## config.mk

```make
export PLATFORM = sky130hd
export DESIGN_NAME = seg7_scan_driver_flat
export DESIGN_NICKNAME = d
export VERILOG_FILES = /design/src/rtl/seg7_scan_driver_if.sv /design/src/rtl/seg7_scan_driver.sv /design/src/flat_wrapper.sv
export SDC_FILE = /design/constraint.sdc
export NUM_CORES = 1
export LEC_CHECK = 0
export CORE_ASPECT_RATIO = 0.8
export CORE_MARGIN = 3
export CORE_UTILIZATION = 51
export CTS_CLUSTER_SIZE = 14
export DETAILED_ROUTE_END_ITERATION = 10
export PLACE_DENSITY = 0.76
export SETUP_SLACK_MARGIN = 0.2
export SYNTH_ARGS = -nofsm -noshare
export SYNTH_HDL_FRONTEND = slang
export SYNTH_SLANG_ARGS = --single-unit
```

## constraint.sdc

```tcl
create_clock -name clk_in -period 8 [get_ports clk_in]
set_clock_uncertainty 0.2 [all_clocks]
set_input_delay 2 -clock clk_in [delete_from_list [all_inputs] [get_ports clk_in]]
set_output_delay 2 -clock clk_in [all_outputs]
set_load 0.005 [all_outputs]
```

## src/rtl/seg7_scan_driver_if.sv

```systemverilog
// Display-side bundle for seg7_scan_driver: digit codes and enables in,
// active-low anode/segment drive and the frame marker out.
interface seg7_scan_driver_if;
    logic [31:0] digits_in;
    logic [7:0]  digit_en;
    logic [7:0]  AN;
    logic [6:0]  CAT;
    logic        frame_start;

    modport master (
        output digits_in,
        output digit_en,
        input  AN,
        input  CAT,
        input  frame_start
    );

    modport slave (
        input  digits_in,
        input  digit_en,
        output AN,
        output CAT,
        output frame_start
    );
endinterface

```

## src/rtl/seg7_scan_driver.sv

```systemverilog
// 8-digit common-anode 7-segment scan driver.
// One digit per slot of DIV = CLK_HZ/SLOT_HZ cycles; all anodes are held off
// for the first BLANK_CYCLES of every slot to suppress ghosting. Digit codes
// and enables are captured once per frame so mid-scan updates cannot tear.
// Optional macro SEG7_LZ_BLANK_EN: leading-zero blanking of digits 7..1.
module seg7_scan_driver #(
    parameter int unsigned CLK_HZ       = 100000000,
    parameter int unsigned SLOT_HZ      = 1000,
    parameter int unsigned BLANK_CYCLES = 16
) (
    input  logic               clk_in,
    input  logic               rst,
    seg7_scan_driver_if.slave  bus
);

    localparam int unsigned DIV   = CLK_HZ / SLOT_HZ;
    localparam int unsigned CNT_W = $clog2(DIV);
    localparam logic [CNT_W-1:0] CNT_LAST  = CNT_W'(DIV - 1);
    localparam logic [CNT_W-1:0] CNT_BLANK = CNT_W'(BLANK_CYCLES);

    logic [CNT_W-1:0] cnt_q, cnt_d;
    logic [2:0]       idx_q, idx_d;
    logic [31:0]      shadow_dig_q, shadow_dig_d;
    logic [7:0]       shadow_en_q, shadow_en_d;
    logic [7:0]       an_q, an_d;
    logic [6:0]       cat_q, cat_d;
    logic             fs_q, fs_d;
    logic             capture;
    logic [3:0]       cur_digit;
    logic             digit_on;
    logic [7:0]       lz_ok;

    // Active-low gfedcba segment pattern for a hex digit.
    function automatic logic [6:0] seg_decode(input logic [3:0] d);
        case (d)
            4'h0:    seg_decode = 7'h40;
            4'h1:    seg_decode = 7'h79;
            4'h2:    seg_decode = 7'h24;
            4'h3:    seg_decode = 7'h30;
            4'h4:    seg_decode = 7'h19;
            4'h5:    seg_decode = 7'h12;
            4'h6:    seg_decode = 7'h02;
            4'h7:    seg_decode = 7'h78;
            4'h8:    seg_decode = 7'h00;
            4'h9:    seg_decode = 7'h10;
            4'hA:    seg_decode = 7'h08;
            4'hB:    seg_decode = 7'h03;
            4'hC:    seg_decode = 7'h46;
            4'hD:    seg_decode = 7'h21;
            4'hE:    seg_decode = 7'h06;
            default: seg_decode = 7'h0E;
        endcase
    endfunction

`ifdef SEG7_LZ_BLANK_EN
    // Digit i stays lit only if some digit at or above i is non-zero; digit 0 always lit.
    always_comb begin
        logic nz;
        nz       = 1'b0;
        lz_ok    = '0;
        lz_ok[0] = 1'b1;
        for (int unsigned i = 7; i >= 1; i--) begin
            nz       = nz | (shadow_dig_d[4*i +: 4] != 4'h0);
            lz_ok[i] = nz;
        end
    end
`else
    // No leading-zero rule: only the captured enables gate the anodes.
    always_comb begin
        lz_ok = '1;
    end
`endif

    // Slot/digit sequencing, frame capture and next output values.
    always_comb begin
        capture      = (cnt_q == '0) && (idx_q == '0);
        shadow_dig_d = capture ? bus.digits_in : shadow_dig_q;
        shadow_en_d  = capture ? bus.digit_en  : shadow_en_q;

        if (cnt_q == CNT_LAST) begin
            cnt_d = '0;
            idx_d = idx_q + 3'd1;
        end else begin
            cnt_d = cnt_q + CNT_W'(1);
            idx_d = idx_q;
        end

        fs_d = capture;

        // Decode from the post-capture shadow so the frame's first output
        // cycle already reflects the freshly captured digits.
        cur_digit = shadow_dig_d[{idx_q, 2'b00} +: 4];
        cat_d     = seg_decode(cur_digit);
        digit_on  = shadow_en_d[idx_q] & lz_ok[idx_q];

        if ((cnt_q < CNT_BLANK) || !digit_on) begin
            an_d = '1;
        end else begin
            an_d = ~(8'h01 << idx_q);
        end
    end

    // State and registered display outputs; reset blanks the display immediately.
    always_ff @(posedge clk_in or posedge rst) begin
        if (rst) begin
            cnt_q        <= '0;
            idx_q        <= '0;
            shadow_dig_q <= '0;
            shadow_en_q  <= '0;
            an_q         <= '1;
            cat_q        <= '1;
            fs_q         <= 1'b0;
        end else begin
            cnt_q        <= cnt_d;
            idx_q        <= idx_d;
            shadow_dig_q <= shadow_dig_d;
            shadow_en_q  <= shadow_en_d;
            an_q         <= an_d;
            cat_q        <= cat_d;
            fs_q         <= fs_d;
        end
    end

    assign bus.AN          = an_q;
    assign bus.CAT         = cat_q;
    assign bus.frame_start = fs_q;

endmodule
```

## src/flat_wrapper.sv

```systemverilog
// flat-port wrapper written by rule: the top's interface ports become plain ports
module seg7_scan_driver_flat 
#(
    parameter int unsigned CLK_HZ       = 100000000,
    parameter int unsigned SLOT_HZ      = 1000,
    parameter int unsigned BLANK_CYCLES = 16
)
  (clk_in, rst, bus_digits_in, bus_digit_en, bus_AN, bus_CAT, bus_frame_start);
  seg7_scan_driver_if bus_i ();
  input  logic clk_in;
  input  logic rst;
  input wire logic [$bits(bus_i.digits_in)-1:0] bus_digits_in;
  input wire logic [$bits(bus_i.digit_en)-1:0] bus_digit_en;
  output wire logic [$bits(bus_i.AN)-1:0] bus_AN;
  output wire logic [$bits(bus_i.CAT)-1:0] bus_CAT;
  output wire logic [$bits(bus_i.frame_start)-1:0] bus_frame_start;
  assign bus_i.digits_in = bus_digits_in;
  assign bus_i.digit_en = bus_digit_en;
  assign bus_AN = bus_i.AN;
  assign bus_CAT = bus_i.CAT;
  assign bus_frame_start = bus_i.frame_start;
  seg7_scan_driver #(.CLK_HZ(CLK_HZ), .SLOT_HZ(SLOT_HZ), .BLANK_CYCLES(BLANK_CYCLES)) u_core (.clk_in(clk_in), .rst(rst), .bus(bus_i));
endmodule
```

* Yosys cells after proc, flatten, opt, wreduce, memory -nomap -nowiden
Memories as Yosys holds them, arrays and structs flattened. A register that Yosys moved wholly into a read port is not among the register bits.
Cells that the tools add are included.
** Word-level totals
- ROM bits :: 120
- Memories kept :: 2
- Output and inout port bits :: 16
- Input port bits :: 42
- Flip-flop bits (word level) :: 69
** Memories
- (name not given) :: words 16, width 7, rd ports 1, clocked after Yosys merged registers in 1, write ports 0, line seg7_scan_driver.sv:35 : case (d)
- (name not given) :: words 8, width 1, rd ports 1, clocked after Yosys merged registers in 0, write ports 0, line seg7_scan_driver.sv:94 : digit_on = shadow_en_d[idx_q] & lz_ok[idx_q];
** Cells by class
- Add/sub/neg operators :: 2
- Magnitude comparators :: 2
- Bitwise operators :: 2
- Mux-type cells :: 7
- Shifts and indexed selects :: 2
- Eq/ne operators :: 1
- Reduce and logical (&&, ||, !) cells :: 5
** Operators by type and width (number)
- 32-bit 2-to-1 mux :: 1
- 32-bit by 6-bit variable part select with 4-bit output :: 1
- 17-bit by 1-bit adder with 17-bit output (second input constant) :: 1
- 17-bit equality test (second input constant) :: 1
- 17-bit logical NOT :: 1
- 17-bit by 5-bit less-than comparator with 1-bit output (second input constant) :: 1
- 17-bit 2-to-1 mux :: 1
- 8-bit 2-to-1 mux :: 2
- 8-bit NOT :: 1
- 1-bit by 3-bit << shifter with 8-bit output (first input constant) :: 1
- 3-bit by 4-bit less-than comparator with 1-bit output (second input constant) :: 1
- 3-bit by 1-bit adder with 3-bit output (second input constant) :: 1
- 1-bit binary-select mux with 3-bit select :: 1
- 3-bit logical NOT :: 1
- 1-bit 2-to-1 mux :: 2
- 1-bit AND :: 1
- 1-bit logical AND :: 1
- 1-bit logical NOT :: 1
- 1-bit logical OR :: 1

* Longest topological paths before layout
- Depth after elaboration :: 9
- Gate-level depth with buffers :: 14
- Gate-level depth less buffers :: 12

* Worst setup path after synthesis
OpenSTA, ideal clock, no wires.
- Path kind :: in2reg
- Start point :: input bus_digits_in[1]
- End point :: register u_core.cat_q[1], in the netlist u_core.bus.CAT[1]
- Path slack :: 4.030 ns
- Stages on the path :: 8
- Arrival time :: 3.690 ns
- Library setup time :: 0.080 ns
- Cells stage by stage :: mux2_2 mux2_2 mux4_2 inv_1 ha_1 inv_1 mux2i_1 a32o_1
** On the way
- Longest elaborated chain between the ends :: 2
** Ends and longest elaborated chain
- start: declaration :: line flat_wrapper.sv:12 : input wire logic [$bits(bus_i.digits_in)-1:0] bus_digits_in;
- 32-bit 2-to-1 mux :: line seg7_scan_driver.sv:77 : shadow_dig_d = capture ? bus.digits_in : shadow_dig_q;
- 32-bit by 6-bit variable part select with 4-bit output :: line seg7_scan_driver.sv:92 : cur_digit = shadow_dig_d[{idx_q, 2'b00} +: 4];
- end: declaration :: line seg7_scan_driver.sv:26 : logic [6:0] cat_q, cat_d;
No other way between the ends.
A chain may end at the register's enable or synchronous reset.

* Worst setup path in the final report
- Start point :: register u_core.idx_q[0]
- End point :: register u_core.cat_q[1], in the netlist u_core.bus.CAT[1]
** On the way
- Longest elaborated chain between the ends :: 4
** Ends and longest elaborated chain
- start: declaration :: line seg7_scan_driver.sv:22 : logic [2:0] idx_q, idx_d;
- start signal: assignment :: line seg7_scan_driver.sv:115 : idx_q <= idx_d;
- 3-bit logical NOT :: line seg7_scan_driver.sv:76 : capture = (cnt_q == '0) && (idx_q == '0);
- 1-bit logical AND :: line seg7_scan_driver.sv:76
- 32-bit 2-to-1 mux :: line seg7_scan_driver.sv:77
- net u_core.shadow_dig_d[1] :: line seg7_scan_driver.sv:23 : logic [31:0] shadow_dig_q, shadow_dig_d;
- 32-bit by 6-bit variable part select with 4-bit output :: line seg7_scan_driver.sv:92
The timed path passes the listed nets, and every way through them passes these cells.

==> run_results.csv <==
group,metric,value,unit
worst_setup_path,cp_data_arrival_time,4930,ps
worst_setup_path,critPathTopFamily,"buffers and inverters",
clocking,clk_latency,350,ps
place,hpwlAfterDp,5920,um
worst_setup_path,timing.critical_path.slowest_cell_delay,740,ps
grt,grt_pass1_wl,14200,um
clocking,holdBufCountCts,0,
logic_synthesis,ys_seq_elements,76,
clocking,cts_tree,"built",
clocking,cts_sinks,76,
timing,final.setup.tns,0,ps
timing,fmax,0.207,GHz
detailed_routing,dr.pass1.iters,4,
floorplan,floorplan.initialDensity,53.2,%
logic_synthesis,ys_seq_area_share,48.2,%
logic_synthesis,synthArstFlopShare,100,%
status,run_status,"complete, no violations",
detailed_routing,wl_per_cell,15.8,um
finish,area_growth_syn_to_layout,21.2,%
detailed_routing,drc_errors,0,
timing,worst_slew_pin_slew,1040,ps
finish,n_antenna_cell,0,
detailed_routing,routed-via-count,2848,
floorplan,die_span_x,105,um
place,gpl.final_weighted_congestion,0.827,
clocking,path_clk_slew,80,ps
worst_setup_path,worst-setup-path-type,"register to register",
finish,finish.instance_area,0.00483,mm^2
finish,nNetsFinal,469,
worst_setup_path,r2r_cells,13,
detailed_routing,first_iteration_detailed_routing_drc_count,161,
worst_setup_path,r2r_slack,3160,ps
clocking,cts_inserted_buffers,9,
logic_synthesis,synthesized_netlist_cell_count,360,
worst_setup_path,critPathLaunchType,"register",
finish,drive_above_1_share,22.7,%
floorplan,ioPinCount,58,
detailed_routing,detail-route-antenna-nets,0,
worst_setup_path,worst-path-max-fanout,45,
job,drv.max_cap_violation_count,0,
detailed_routing,via_per_inst,5.45,
logic_synthesis,synth_edf_count,0,
place,placed_cell_area,0.00461,mm^2
power,p_per_area,166,mW/mm^2
logic_synthesis,yosys_warnings,0,
clocking,post-cts-setup-buffer-count,0,
logic_synthesis,avgSynthCellArea,11.1,um^2
min_path,worst_hold_startpoint,"u_core.shadow_dig_q[21]$_DFF_PP0_",
worst_setup_path,crit_path_top_delay_cell,"sky130_fd_sc_hd__dfrtp_1",
worst_setup_path,worst_setup_path_end_kind,"register",
clocking,clock-root-buffer,"sky130_fd_sc_hd__clkbuf_8",
floorplan,core_area,0.00750,mm^2
floorplan,fp.dieArea,0.00892,mm^2
grt,number_of_global_route_vias_before_repair,2843,
finish,n_fill_cell,610,
grt,gr-total-overflow,0,
clocking,post_cts.resized_instances,0,
worst_setup_path,cp.buffers_inverters,4,
min_path,worst_hold_path.endpoint,"u_core.shadow_dig_q[21]$_DFF_PP0_",
grt,largest_net_degree_at_the_start_of_global_routing,77,
grt,grt_util_all_layers,19.8,%
timing,finalHoldViolations,0,
min_path,min-delay-path-class,"register to register",
floorplan,die_h,85.1,um
clocking,h-tree-depth,3,
grt,grt_antenna_before_repair,0,
timing,slew_violations,0,
logic_synthesis,synth_nets,416,
min_path,timing.hold.worst_path_depth,1,
worst_setup_path,critical_path.cell_chain,"inv_2, ha_1, nand3_2, nor2_4, buf_4, mux2_2, mux2_2, mux4_2, inv_1, ha_1, inv_1, mux2i_1, a32o_1",
timing,slew-limit-headroom,29.9,%
logic_synthesis,dominantRegCellSynth,"sky130_fd_sc_hd__dfrtp_1",
power,leakage_dissipation,1.98,nW
logic_synthesis,synthesis.area,0.00399,mm^2
timing,period_share,60.5,%
worst_setup_path,regToRegStartpoint,"u_core.idx_q[0]$_DFFE_PP0N_",
worst_setup_path,cp_data_required_time,8090,ps
timing,rsz0062_at_grt,"false",
timing,min_period,4840,ps
logic_synthesis,count_of_different_cell_masters_after_synthesis,44,
place,port-buffer-count,57,
floorplan,rows,28,
timing,setup_viol,0,
clocking,clock_path_buffers,2,
worst_setup_path,capture_point_of_the_worst_reg_to_reg_path,"u_core.bus.CAT[1]$_DFF_PP1_",
power,vdd_drop_max,0.113,mV
power,report.power.total,0.803,mW
detailed_routing,wl,8280,um
[power breakdown]
group	internal, mW	switching [mW]
Clock	0.183	0.142
Sequential	0.400	0.00572
Combinational	0.0421	0.0296
Total	0.626	0.177
[worst reg2reg max path, delay by kind of cell, from the launching register on]
kind,cells,cell delay [ps]
flops,1,740
simple gates,2,440
fa+ha+maj,2,570
buf+inv,4,1300
compound gates,1,210
mux,4,1310
[stage by stage]
stage | setup WS (ps) | hold slack [ps] | utilization, % | std cells
2_1_floorplan | 3890 | 268 | - | 360
3_3_place_gp | 3350 | 279 | 61.5 | 507
3_5_place_dp | 3170 | 283 | 61.5 | 507
4_1_cts | 3130 | 300 | 64.5 | 523
5_1_grt | 2740 | 325 | 64.5 | 523
6_report | 3160 | 300 | 64.5 | 523
[cells by family after synthesis]
| kind of cell | count (synthesis) | share of synthesized area, % |
|---|---|---|
| compound gates | 49 | 8.10 |
| xor+xnor | 15 | 3.29 |
| fa+ha+maj | 14 | 4.39 |
| buf+inv | 29 | 3.64 |
| flops | 76 | 48.2 |
| mux | 58 | 17.6 |
| simple gates | 119 | 14.8 |
[layout make-up]
type | instances | area (um^2) | area share (%)
Clock buffer | 10 | 138 | 2.85
Clock inverter | 6 | 87.6 | 1.81
Inverter | 11 | 41.3 | 0.854
Multi-Input combinational cell | 255 | 1920 | 39.8
Sequential cell | 76 | 1920 | 39.7
Tap cell | 105 | 131 | 2.72
Timing Repair Buffer | 60 | 593 | 12.3
[registers in the layout, summed over array words and instances, names as in the netlist]
register and count:
u_core.idx_q 3, u_core.cnt_q 17, u_core.shadow_en_q 8, u_core.bus.CAT 7, u_core.shadow_dig_q 32, u_core.bus.AN 8, u_core.bus.frame_start 1
[Yosys cell counts, types with 7 or more instances]
library cell	number	area (um^2)
sky130_fd_sc_hd__dfstp_2	15	394
sky130_fd_sc_hd__nand3_1	7	35.0
sky130_fd_sc_hd__mux2_2	46	518
sky130_fd_sc_hd__nor2_1	17	63.8
sky130_fd_sc_hd__o21ai_0	9	45.0
sky130_fd_sc_hd__ha_1	14	175
sky130_fd_sc_hd__a211oi_1	13	97.6
sky130_fd_sc_hd__a22oi_1	12	90.1
sky130_fd_sc_hd__inv_1	10	37.5
sky130_fd_sc_hd__dfrtp_1	61	1530
sky130_fd_sc_hd__xor2_1	8	70.1
sky130_fd_sc_hd__mux2i_1	7	70.1
sky130_fd_sc_hd__nand2_1	66	248
sky130_fd_sc_hd__o21ai_1	7	35.0
sky130_fd_sc_hd__xnor2_1	7	61.3
sky130_fd_sc_hd__clkbuf_1	7	26.3
[metal layers]
metal,up-vias,global-route usage [%],wire (um)
li1,1369,-,-
met1,1378,29.0,3970
met2,91,29.0,3700
met3,10,5.78,524
met4,0,5.60,74
met5,-,0,0
[placed cells by master, fill, tap and decap left out, drive strengths merged, types with 8 or more instances in the layout]
cell,Yosys,layout
clkdlybuf4s50,0,57
mux2,46,46
xor2,8,8
inv,11,11
o21ai,16,16
a22oi,12,12
nand4,8,8
dfstp,15,15
nand2,66,66
a211oi,13,13
dfrtp,61,61
nor2,18,18
clkbuf,7,10
nand3,8,8
ha,14,14
[worst max path at each step]
stage                                startpoint                          endpoint  slack [ps]  cells past startpoint
floorplan                                   rst  u_core.bus.frame_start$_DFF_PP0_        3890                      1
global placement    u_core.idx_q[0]$_DFFE_PP0N_       u_core.bus.CAT[1]$_DFF_PP1_        3350                     13
detailed placement  u_core.idx_q[0]$_DFFE_PP0N_       u_core.bus.CAT[1]$_DFF_PP1_        3170                     13
CTS                 u_core.idx_q[0]$_DFFE_PP0N_       u_core.bus.CAT[1]$_DFF_PP1_        3130                     13
global route        u_core.idx_q[0]$_DFFE_PP0N_       u_core.bus.CAT[1]$_DFF_PP1_        2740                     13
finish              u_core.idx_q[0]$_DFFE_PP0N_       u_core.bus.CAT[1]$_DFF_PP1_        3160                     13
Power figures use the tool's default switching activity.
==> patch 1, RTL diff (same settings) <==
`BLANK_CYCLES` is set to 16 in 2 places; all go to 15.
--- a/src/rtl/seg7_scan_driver.sv
+++ b/src/rtl/seg7_scan_driver.sv
@@ -6,7 +6,7 @@
 module seg7_scan_driver #(
     parameter int unsigned CLK_HZ       = 100000000,
     parameter int unsigned SLOT_HZ      = 1000,
-    parameter int unsigned BLANK_CYCLES = 16
+    parameter int unsigned BLANK_CYCLES = 15
 ) (
     input  logic               clk_in,
     input  logic               rst,
--- a/src/flat_wrapper.sv
+++ b/src/flat_wrapper.sv
@@ -3,7 +3,7 @@
 #(
     parameter int unsigned CLK_HZ       = 100000000,
     parameter int unsigned SLOT_HZ      = 1000,
-    parameter int unsigned BLANK_CYCLES = 16
+    parameter int unsigned BLANK_CYCLES = 15
 )
   (clk_in, rst, bus_digits_in, bus_digit_en, bus_AN, bus_CAT, bus_frame_start);
   seg7_scan_driver_if bus_i ();
Formal check against the unedited RTL: same outputs for any inputs over 10 cycles, from zero or initial values and one cycle with rst high; that may be too few to reach the edited logic, so the function may still have changed.
==> patch 1 against the unedited design <==
- sequential cell count unchanged
- wire length increased by 0.93%
- worst setup slack lost 150 ps
- total power fell by 9.7%
- area after synthesis shrank 1.2%
- first-iteration DRC count increased by 22%
- largest power group unchanged
- highest routed layer unchanged
- global-route usage increased by 0.25 points
- critical endpoint unchanged
- final area is 2.0% lower
- count of clock-buffer cells in the layout grew 2
==> patch 1: results (changes against the unedited design) <==
* CTS Root Buffer Type: clkbuf_8
* HP Class: reg2reg
* Register area share after synthesis at 0.488 (+0.00597)
* CP max stage cell: dfrtp_1
* Sw Share at 0.237 (+0.0167)
* Crit-path max FO at 41 (-8.9%)
* Gpl congestion at 0.841 (+1.7%)
* Measured slew at the worst slew-check pin at 957 ps (-84.2 ps)
* H-tree Lvls at 3 (unchanged)
* Placement Cell Area at 4570 um^2 (-0.76%)
* Post-synth ARST share at 1.00 (unchanged)
* Reg2reg end: u_core.bus.CAT[1]
* Synth top area cells: dfrtp_1 (39%), nand2_1 (15%), dfstp_2 (10%)
* Initial antenna violation count at 0 (unchanged)
* CP top delay family: multiplexers
* First-pass GRT wire length at 14400 um (+0.87%)
* Synth cell count leaders: nand2_1 (160), dfrtp_1 (61), clkbuf_1 (17), nor2_1 (17)
* Worst vdd ir at 0.102 mV (-9.7%)
* Pre-antenna DRT Iters at 4 (unchanged)
* R2r setup slk at 3010 ps (-150 ps)
* GRT Total Usage at 0.201 (+0.00249)
* Critical Path AT at 5070 ps (+140 ps)
* Leakage at 2.13 nW (+7.3%)
* Synth unique cells at 37 (-16%)
* Nets@finish at 532 (+13%)
* Crit path largest cell delay at 970 ps (+230 ps)
* DP HPWL at 5760 um (-2.7%)
* Hold path depth at 2 (+1)
* Most numerous cell in the Yosys netlist: nand2_1
* Hold_sp: u_core.shadow_en_q[7]
* Yosys Warn Count at 0 (unchanged)
* DRT iter0 DRCs at 197 (+22%)
* CTS Buf Count at 9 (unchanged)
* FF-to-FF path depth at 13 (unchanged)
* Clock slew seen by the registers of the worst setup and hold paths at 80 ps (about the same)
* Net count after synthesis at 482 (+16%)
* Post_cts resized at 0 (unchanged)
* Final wirelength at 8350 um (+0.93%)
* Clk_lat worst skew at 350 ps (about the same)
* Run status: complete, no violations
* Vias at 3077 (+8.0%)
* Setup Buffers After CTS at 0 (unchanged)
* Biggest regs: u_core.shadow_dig_q: 32 flops, u_core.cnt_q: 17 flops
* RR Startpoint: u_core.idx_q[0]
* Largest net degree at the start of global routing at 77 (unchanged)
* Share of layout cells above drive strength 1 at 0.121 (-0.107)
* Hold Path Sink: u_core.shadow_en_q[7]
patch 1: changes by cell type in the layout (fill, tap and decap cells not counted), sizes merged, moves of 3 or more:
cell	delta
clkinvlp	-3
clkinv	+3
xnor2	+4
nand2	+95
xor2	-3
mux2	-32
inv	+3
patch 1: worst reg2reg max path, cell delays in order, from the launching register on:
cell	delay, ps
dfrtp_1	970
inv_2	450
ha_1	390
nor4b_1	160
and2_2	310
nand2_4	410
mux2_2	410
mux2_2	270
mux4_2	600
inv_1	150
ha_1	240
inv_1	70
mux2i_1	60
a32o_1	220
patch 1: worst max path at each step:
stage	from	to	slack, ps	cells past startpoint
final	u_core.idx_q[0]	u_core.bus.CAT[1]	3010	13
after global placement	u_core.idx_q[0]	u_core.bus.CAT[1]	3180	13
after detailed placement	u_core.idx_q[0]	u_core.bus.CAT[1]	3040	13
after global routing	u_core.idx_q[0]	u_core.bus.CAT[1]	2650	13
after floorplan	rst	u_core.bus.frame_start	3890	1
after CTS	u_core.idx_q[0]	u_core.bus.CAT[1]	3020	13
patch 1: kinds of logic after synthesis:
| logic type | synth area share |
|---|---|
| flops | 0.488 |
| fa+ha+maj | 0.0445 |
| simple gates | 0.231 |
| mux | 0.0889 |
| xor+xnor | 0.0356 |
| buf+inv | 0.0343 |
| compound gates | 0.0781 |
patch 1: power groups by stage:
stage	Combinational (mW)	Sequential, mW	Clock [mW]
2_1_floorplan	0.0328	0.412	0
6_report	0.0705	0.406	0.248
3_5_place_dp	0.0712	0.413	0
4_1_cts	0.0716	0.406	0.256
3_3_place_gp	0.0698	0.413	0
5_1_grt	0.0786	0.408	0.268
patch 1: per-layer routing:
layer  vias up  routed length, um  global-route usage
met4         0                155              0.0652
met5         -                  0                   0
met2        80               3890               0.324
met3        16                503              0.0515
met1      1460               3810               0.269
li1       1521                  -                   -
patch 1: layout make-up:
class | count | area [um^2]
repair buffers | 59 | 586
multi-input cells | 316 | 1880
inverters | 14 | 52.6
well taps | 105 | 131
fillers | 640 | 2730
clock inverters | 4 | 27.5
flip-flops and latches | 76 | 1920
clock buffers | 12 | 135
patch 1: through the flow:
stage                util  hold slack (ps)  worst slack (ps)  total power, mW  instances
floorplan               -              240              3890            0.445        426
global placement    0.613              254              3180            0.483        570
detailed placement  0.613              261              3040            0.485        570
CTS                 0.635              278              3020            0.734        586
global route        0.635              297              2650            0.754        586
finish              0.635              275              3010            0.725        586
==> patch 2, RTL diff (same settings) <==
Without the edit above. Reset style: synchronous (`rst`), changed in one clocked block.
--- a/src/rtl/seg7_scan_driver.sv
+++ b/src/rtl/seg7_scan_driver.sv
@@ -101,7 +101,7 @@
     end
 
     // State and registered display outputs; reset blanks the display immediately.
-    always_ff @(posedge clk_in or posedge rst) begin
+    always_ff @(posedge clk_in) begin
         if (rst) begin
             cnt_q        <= '0;
             idx_q        <= '0;
Function: differs if rst is asserted again (counterexample within 4 cycles, from zero or initial values and one cycle with rst high); with rst held inactive, the same outputs for 10 cycles.
==> patch 2 against the unedited design <==
- non-clock buffer count is 2 lower
- sequential cell count stayed put
- die area is 5.6% lower
- sequential share of layout area is 6.2 points lower
- hold slack worse by 23 ps
- area after synthesis is 6.0% lower
- final area is 6.2% lower
- worst setup slack better by 18 ps
- wire length is 1.6% higher
- critical endpoint is now u_core.bus.CAT[6]
- largest cell class unchanged
Power is not compared: it rests on default switching activity, and its combinational part moved more than twofold at a synthesized area within 25%.
==> patch 2: results (changes against the unedited design) <==
* CP startpoint: u_core.idx_q[0]
* Cell Pwr Density at 196 nW/um^2
* Measured slew at the worst slew-check pin at 1000 ps (-36.5 ps)
* Grt met2 use at 0.322 (+0.0324)
* CP max stage cell: nor2_8
* First-pass GRT wire length at 13700 um (-3.8%)
* GRT Total Usage at 0.210 (+0.0121)
* Crit path largest cell delay at 830 ps (+90 ps)
* Post-layout min period at 4820 ps (-17.7 ps)
* Share of layout cells above drive strength 1 at 0.0641 (-0.163)
* GR Util met3 at 0.0571 (-0.000700)
* Register area share after synthesis at 0.406 (-0.0756)
* Bufs on Longest Clock Path at 2 (unchanged)
* CP top delay family: simple AND/OR/NAND/NOR gates
* Synth cell count leaders: dfxtp_1 (76), nor2_1 (73), nand2_1 (58), mux2i_1 (45), clkbuf_1 (19)
* DP HPWL at 5870 um (-0.81%)
* R2r setup slk at 3180 ps (+20 ps)
* Hold_sp: u_core.cnt_q[0]
* RR Startpoint: u_core.idx_q[0]
* Gpl congestion at 0.813 (-1.6%)
* Pre-antenna DRT Iters at 5 (+1)
* Largest net degree at the start of global routing at 54 (-30%)
* HP Class: reg2reg
* Critical Path AT at 4860 ps (-70 ps)
* DRT iter0 DRCs at 193 (+20%)
* Run status: complete, no violations
* Crit-path max FO at 44 (-2.2%)
* Synth unique cells at 40 (-9.1%)
* Vias at 3076 (+8.0%)
* Net count after synthesis at 474 (+14%)
* Setup crit end: u_core.bus.CAT[6]
* Vias in the first global route at 2841 (-0.070%)
* Nets@finish at 519 (+11%)
* FF-to-FF path depth at 14 (+1)
* Total grt overflow at 0 (unchanged)
* Fillers at 575 (-5.7%)
* Synth top area cells: dfxtp_1 (41%), mux2i_1 (12%), nor2_1 (7.3%)
* Pre-CTS setup slack at 3260 ps (+83.9 ps)
* Routing usage on met1 at 0.297 (+0.00703)
patch 2: logic make-up (layout without fill, tap and decap cells):
kind of cell	after synthesis	in the layout	share of synthesized area
mux	51	51	0.156
xor+xnor	16	16	0.0374
compound gates	48	48	0.0932
flops	76	76	0.406
simple gates	178	178	0.223
buf+inv	35	85	0.0377
fa+ha+maj	14	14	0.0467
patch 2: how the worst min path moves through the flow:
| stage | to | slack, ps | cells after the start |
|---|---|---|---|
| 2_1_floorplan | u_core.cnt_q[0] | 230 | 1 |
| 3_3_place_gp | u_core.cnt_q[0] | 240 | 1 |
| 3_5_place_dp | u_core.cnt_q[0] | 260 | 1 |
| 4_1_cts | u_core.cnt_q[0] | 280 | 1 |
| 5_1_grt | u_core.cnt_q[0] | 310 | 1 |
| 6_report | u_core.cnt_q[0] | 280 | 1 |
patch 2: area by class of cell:
type,instances,area share
clock inverters,3,0.00994
clock buffers,13,0.0351
flip-flops and latches,76,0.336
repair buffers,58,0.126
inverters,11,0.00911
well taps,87,0.0240
multi-input cells,307,0.460
patch 2: through the flow:
| step | instances | instance area [um^2] |
|---|---|---|
| final | 555 | 4530 |
| after global routing | 555 | 4530 |
| after CTS | 555 | 4530 |
| after detailed placement | 539 | 4330 |
| after global placement | 539 | 4330 |
| after floorplan | 418 | 3750 |
patch 2: metal layers:
metal | vias to the layer above | part of all wire
met5 | - | 0
met2 | 93 | 0.45
met4 | 0 | 0.010
met1 | 1446 | 0.48
met3 | 10 | 0.057
li1 | 1527 | -
